### config.mk
export PLATFORM = sky130hd
export DESIGN_NAME = video_pattern_gen
export DESIGN_NICKNAME = d
export VERILOG_FILES = /design/src/rtl/video_pattern_gen.sv
export SDC_FILE = /design/constraint.sdc
export NUM_CORES = 1
export LEC_CHECK = 0
export CORE_ASPECT_RATIO = 1.4
export CORE_UTILIZATION = 50
export DETAILED_ROUTE_END_ITERATION = 12
export PLACE_DENSITY_LB_ADDON = 0.05
export SKIP_CTS_REPAIR_TIMING = 1
export SLEW_MARGIN = 20
export SYNTH_ARGS = -nofsm -noshare
export SYNTH_HDL_FRONTEND = slang
export SYNTH_SLANG_ARGS = --single-unit
### constraint.sdc
create_clock -name clk -period 2.35 [get_ports clk]
set_clock_uncertainty 0.1 [all_clocks]
set_input_delay 0.3525 -clock clk [delete_from_list [all_inputs] [get_ports clk]]
set_output_delay 0.3525 -clock clk [all_outputs]
set_load 0.02 [all_outputs]
### src/rtl/video_pattern_gen.sv
// Synthetic framed video source: one header line, V_ACTIVE numbered data lines, V_BLANK blank lines.
// Outputs are registered one cycle behind the h/v counters; supports one-shot data-line error injection.
module video_pattern_gen #(
  parameter int H_ACTIVE = 16,
  parameter int H_BLANK  = 8,
  parameter int V_ACTIVE = 8,
  parameter int V_BLANK  = 4
) (
  input  logic        clk,
  input  logic        rst,
  input  logic        enable_in,
  input  logic        inject_err_in,
  output logic        de_out,
  output logic        de_first_offset_line_out,
  output logic        h_sync_out,
  output logic        v_sync_out,
  output logic [23:0] data_out,
  output logic [31:0] frame_cnt_out,
  output logic        busy_out
);
  localparam int H_TOTAL = H_ACTIVE + H_BLANK;
  localparam int V_TOTAL = 1 + V_ACTIVE + V_BLANK;
  localparam int HW = $clog2(H_TOTAL);
  localparam int VW = $clog2(V_TOTAL);

  localparam logic [HW-1:0] H_LAST     = HW'(H_TOTAL - 1);
  localparam logic [HW-1:0] H_SYNC_POS = HW'(H_ACTIVE);
  localparam logic [VW-1:0] V_LAST     = VW'(V_TOTAL - 1);
  localparam logic [VW-1:0] V_DATA_END = VW'(V_ACTIVE);
  localparam logic [VW-1:0] V_SYNC_ROW = VW'(V_ACTIVE + 1);

  typedef enum logic [1:0] {IDLE, RUN, DRAIN} state_t;

  state_t        state_reg, state_next;
  logic [HW-1:0] h_cnt_reg, h_cnt_next;
  logic [VW-1:0] v_cnt_reg, v_cnt_next;
  logic [31:0]   frame_cnt_reg, frame_cnt_next;
  logic          pending_reg, pending_next;

  logic          de_reg, de_next;
  logic          first_reg, first_next;
  logic          hs_reg, hs_next;
  logic          vs_reg, vs_next;
  logic [23:0]   data_reg, data_next;
  logic          busy_reg, busy_next;

  logic active, line_end, frame_end, hdr_row, data_row, apply_err;

  always_comb begin
    state_next     = state_reg;
    h_cnt_next     = h_cnt_reg;
    v_cnt_next     = v_cnt_reg;
    frame_cnt_next = frame_cnt_reg;
    de_next        = 1'b0;
    first_next     = 1'b0;
    hs_next        = 1'b0;
    vs_next        = 1'b0;
    data_next      = 24'h0;

    active    = (state_reg != IDLE);
    line_end  = (h_cnt_reg == H_LAST);
    frame_end = line_end && (v_cnt_reg == V_LAST);
    hdr_row   = (v_cnt_reg == '0);
    data_row  = !hdr_row && (v_cnt_reg <= V_DATA_END);
    apply_err = pending_reg && active && data_row && (h_cnt_reg == '0);
    // A pulse coinciding with an application re-arms the flag for the next data row
    pending_next = (pending_reg && !apply_err) || inject_err_in;

    if (active) begin
      de_next    = (h_cnt_reg < H_SYNC_POS) && (hdr_row || data_row);
      first_next = de_next && hdr_row;
      hs_next    = (h_cnt_reg == H_SYNC_POS);
      vs_next    = (v_cnt_reg == V_SYNC_ROW) && (h_cnt_reg == '0);
      if (de_next) begin
        data_next = hdr_row ? {16'h8000, 8'(h_cnt_reg)}
                            : {frame_cnt_reg[7:0], 16'(v_cnt_reg)};
      end
      data_next[0] = data_next[0] ^ apply_err;
    end

    unique case (state_reg)
      IDLE: begin
        if (enable_in) begin
          state_next     = RUN;
          frame_cnt_next = frame_cnt_reg + 32'd1;
        end
      end
      RUN, DRAIN: begin
        if (frame_end) begin
          h_cnt_next = '0;
          v_cnt_next = '0;
          if (enable_in) begin
            state_next     = RUN;
            frame_cnt_next = frame_cnt_reg + 32'd1;
          end else begin
            state_next = IDLE;
          end
        end else begin
          h_cnt_next = line_end ? '0 : h_cnt_reg + 1'b1;
          v_cnt_next = line_end ? v_cnt_reg + 1'b1 : v_cnt_reg;
          state_next = enable_in ? RUN : DRAIN;
        end
      end
      default: state_next = IDLE;
    endcase

    busy_next = (state_next != IDLE);
  end

  always_ff @(posedge clk or posedge rst) begin
    if (rst) begin
      state_reg     <= IDLE;
      h_cnt_reg     <= '0;
      v_cnt_reg     <= '0;
      frame_cnt_reg <= '0;
      pending_reg   <= 1'b0;
      de_reg        <= 1'b0;
      first_reg     <= 1'b0;
      hs_reg        <= 1'b0;
      vs_reg        <= 1'b0;
      data_reg      <= '0;
      busy_reg      <= 1'b0;
    end else begin
      state_reg     <= state_next;
      h_cnt_reg     <= h_cnt_next;
      v_cnt_reg     <= v_cnt_next;
      frame_cnt_reg <= frame_cnt_next;
      pending_reg   <= pending_next;
      de_reg        <= de_next;
      first_reg     <= first_next;
      hs_reg        <= hs_next;
      vs_reg        <= vs_next;
      data_reg      <= data_next;
      busy_reg      <= busy_next;
    end
  end

  assign de_out                   = de_reg;
  assign de_first_offset_line_out = first_reg;
  assign h_sync_out               = hs_reg;
  assign v_sync_out               = vs_reg;
  assign data_out                 = data_reg;
  assign frame_cnt_out            = frame_cnt_reg;
  assign busy_out                 = busy_reg;
endmodule
# Word level (Yosys, flattened, before mapping)
# Cells that the tools add are included.
# word_totals
in_bits	4
elab_cells	67
output_inout_bits	61
reg_bits	73
# op_classes
n_addsub	3
bitwise	1
mux	20
magnitude_cmp	2
reduce_logical	23
eq_ne	7
# ops
op	n
$mux 24	4
$mux 32	2
$pmux 32 s2	1
$add 32x1->32 const B	1
$eq 5x5->1 const B	2
$mux 5	2
$logic_and 1x1->1	9
$eq 4x4->1 const B	2
$mux 4	2
$reduce_bool 2->1	4
$mux 2	3
$add 5x1->5 const B	1
$logic_not 5->1	1
$lt 5x5->1 const B	1
$mux 1	5
$add 4x1->4 const B	1
$le 4x4->1 const B	1
$logic_not 4->1	1
$pmux 2 s2	1
$reduce_and 2->1	2
$eq 2x1->1 const B	1
$eq 2x2->1 const B	1
$logic_not 1->1	2
$logic_not 2->1	1
other kinds (4)	5

# Depth between registers and ports, before layout
# logic_depth
depth_word	9
depth_mapped	8
ltp_nobuf	7

# Worst setup path before layout
# No wires, ideal clock.
# synth_path
path_kind	register -> register
startpoint	reg v_cnt_reg[0]
endpoint	reg frame_cnt_reg[24] (netlist: frame_cnt_out[24])
t_required_ps	2170
path_buffers	1
setup_ps	80
t_arrival_ps	1883
slack_ps	287
period_less_slack_ps	2063
path_stages_with_launch	9
cell_sequence	dfrtp_1 > inv_1 > ha_1 > nand3_1 > a21bo_2 > or2_1 > buf_6 > nor4_2 > xor2_1
# synth_via
elab_chain_cells	4
# synth_lines
element	line_no	source
start: declaration	36	logic [VW-1:0] v_cnt_reg, v_cnt_next;
start signal: assignment	126	v_cnt_reg <= v_cnt_next;
$eq 4x4->1	62	frame_end = line_end && (v_cnt_reg == V_LAST);
$logic_and 1x1->1	62	
$ne 2x2->1 (no line)	n/a	
$reduce_and 2->1 (no line)	n/a	
end signal: assignment	127	frame_cnt_reg <= frame_cnt_next;
end: declaration	37	logic [31:0] frame_cnt_reg, frame_cnt_next;
# Every way passes these cells.
# A chain may end at the register's enable or synchronous reset.

# Final worst setup path
# layout_path
startpoint	reg v_cnt_reg[0]
endpoint	reg frame_cnt_reg[17] (netlist: frame_cnt_out[17])
# Same word-level chain as after synthesis.

==> reports/metrics.csv <==
stage;metric;value;unit
routing;route.detailed.drc;0;
floorplan;num_rows;32;
yosys;synth_flop_cell;dfrtp_1;
routing;firstDrtPassIters;4;
cells_and_area;diodes;0;
worst_setup_path;cp.required;2510;ps
clock_network;numCtsBuffers;9;
timing;timing.fmax;473;MHz
clock_network;cts.path.max_buffers;2;
floorplan;core;5570;µm²
worst_setup_path;path_cells;inv_1 -> ha_1 -> nand3_1 -> a21bo_2 -> or2_4 -> nor4_2 -> xor2_1;
placement;dp_slack;101;ps
timing;setup-tns-final;0;ps
cells_and_area;fin_nets;353;
worst_setup_path;worstSetupPathType;reg2reg;
worst_setup_path;cp_slowest_stage_delay;440;ps
floorplan;io_pins;65;
worst_setup_path;crit_family;simple AND/OR/NAND/NOR gates;
grt;grt_remaining_overflow;0;
status;status;completed;
clock_network;htree_num_levels;3;
placement;port_buffers;53;
flow_run;drv_cap;0;
floorplan;die_w;66.3;µm
cells_and_area;layout_common_cells;62 x dfrtp_1, 53 x clkdlybuf4s50_1, 27 x nand2_1;
timing;min_period_over_period;89.9;%
timing;period_minus_slack;2110;ps
floorplan;die_y;92.1;µm
power_and_ir_drop;power;3.55;mW
timing;setup_viol;0;
yosys;ys_warn_count;0;
yosys;ys_seq_elements;62;
worst_setup_path;path_max_fanout;7;
worst_setup_path;cp-end-kind;flop;
cells_and_area;drive_gt1_share;13.3;%
placement;hpwlAfterDp;4.19;mm
timing;hold_viol_final;0;
floorplan;initial_core_util;52.1;%
clock_network;cts_sinks;62;
cells_and_area;postLayoutCoreUtil;68.2;%
timing;report.final.slew_viol_count;0;
placement;place_inst;398;
yosys;syn_area;2900;µm²
cells_and_area;fin_cells;414;
worst_setup_path;cp_slowest_cell;dfrtp_1;
yosys;syn_inst;267;
cells_and_area;syn_to_final_growth;31.0;%
worst_setup_path;cp-start-kind;flop;
yosys;synth_edf_count;0;
yosys;syn-mean-instance-area;10.9;µm²
power_and_ir_drop;power.leakage;1.69;nW
routing;drt_first_iter_violations;45;
yosys;seq_area_frac_synth;53.5;%
routing;wl_per_cell;13.6;µm
routing;vias;2123;
grt;grt_max_degree;23;
worst_setup_path;crit_arrival;2270;ps
yosys;synth_cell_types;36;
grt;grt_first_pass_wirelength;9.47;mm
cells_and_area;largest_reg_flops;32;
routing;wl;5.63;mm
placement;place.gp.congestion;0.796;
clock_network;clock_latency;330;ps
grt;grt_antenna_before_repair;0;
cells_and_area;num-fill-cells;481;
routing;routed_via_density;5.13;
clock_network;cts_tree;yes;
timing;rsz0062_at_grt;no;
routing;ant_nets;0;
yosys;synth-async-reset-ratio;100;%
power_and_ir_drop;irDropWorstVdd;0.511;mV
clock_network;cts-root-buf;clkbuf_8;
worst_setup_path;path_buf_inv;1;
floorplan;die-area;6110;µm²
worst_setup_path;r2r_setup_slack;240;ps
clock_network;clk_pin_slew;70;ps
timing;fin_ws;237;ps
cells_and_area;final_common_cell;dfrtp_1;
grt;grt_usage;20.8;%
min_path;hp-class;in2async;
grt;grt_pass1_vias;2024;
power_and_ir_drop;p_per_area;936;nW/µm²
[logic make-up (layout without fill, tap and decap cells)]
logic type / after synthesis / in the layout / synth area share (%)
simple gates: 109 / 109 / 21.9
flops: 62 / 62 / 53.5
xor+xnor: 32 / 32 / 9.67
buf+inv: 28 / 96 / 5.40
compound gates: 27 / 27 / 5.92
fa+ha+maj: 8 / 8 / 3.45
other cells: 1 / 12 / 0.129
[per-layer routing]
| metal | GRT usage [%] | vias to the layer above | share of wire [%] |
|---|---|---|---|
| met5 | 0 | - | 0 |
| met4 | 9.04 | 0 | 1.4 |
| met3 | 3.98 | 5 | 3.0 |
| met2 | 36.6 | 45 | 55 |
| met1 | 23.7 | 1034 | 41 |
| li1 | - | 1039 | - |
[Yosys cell counts (all sizes together) (2+ instances only)]
library cell | instances | share of area (%)
nor2 | 12 | 1.6
nand3 | 17 | 2.9
inv | 11 | 1.4
a211oi | 3 | 0.78
xor2 | 6 | 1.8
xnor2 | 26 | 7.9
nand4 | 14 | 3.0
o21ai | 11 | 1.9
and3 | 7 | 1.5
clkbuf | 2 | 0.26
nor3 | 4 | 0.69
and2 | 9 | 1.9
ha | 8 | 3.5
a21oi | 6 | 1.0
buf | 15 | 3.7
dfrtp | 62 | 54
a21o | 3 | 0.78
or2 | 4 | 0.86
nand2b | 2 | 0.43
nor4 | 9 | 3.5
nand2 | 27 | 3.5
[path summary, 6_finish.rpt]
| kind | start | endpoint | cells after the start |
|---|---|---|---|
| max | v_cnt_reg[0] | frame_cnt_out[17] | 7 |
| min | rst | busy_out | 2 |
| max reg2reg | v_cnt_reg[0] | frame_cnt_out[17] | 7 |
| min reg2reg | frame_cnt_out[31] | frame_cnt_out[31] | 1 |
| max in group asynchronous | rst | frame_cnt_out[10] | 3 |
| min in group clk | frame_cnt_out[31] | frame_cnt_out[31] | 1 |
[final cells by class]
class / count / area [µm²] / share of cell area [%]
inverter: 11 / 41.3 / 1.09
multi-input combinational: 188 / 1230 / 32.5
tap: 68 / 85.1 / 2.24
sequential: 62 / 1550 / 40.9
clock inverter: 7 / 98.8 / 2.60
timing repair buffer: 69 / 663 / 17.5
clock buffer: 9 / 124 / 3.26
[worst reg2reg max path, cell delays in order, from the launching register on]
cell and delay (ps):
dfrtp_1 440, inv_1 130, ha_1 180, nand3_1 120, a21bo_2 290, or2_4 300
nor4_2 300, xor2_1 170
[where the power goes]
part,switching [mW],internal (mW),leakage [nW]
Combinational,0.644,0.506,0.765
Clock,0.435,0.600,0.109
Sequential,0.135,1.23,0.812
Total,1.21,2.34,1.69
[per-stage QoR]
step	hold slack, ps	instance area, µm²
3_3_place_gp	366	3570
5_1_grt	287	3800
4_1_cts	245	3790
6_report	240	3800
2_1_floorplan	332	2940
3_5_place_dp	367	3570
No activity file was read; power rests on OpenSTA's default activity.
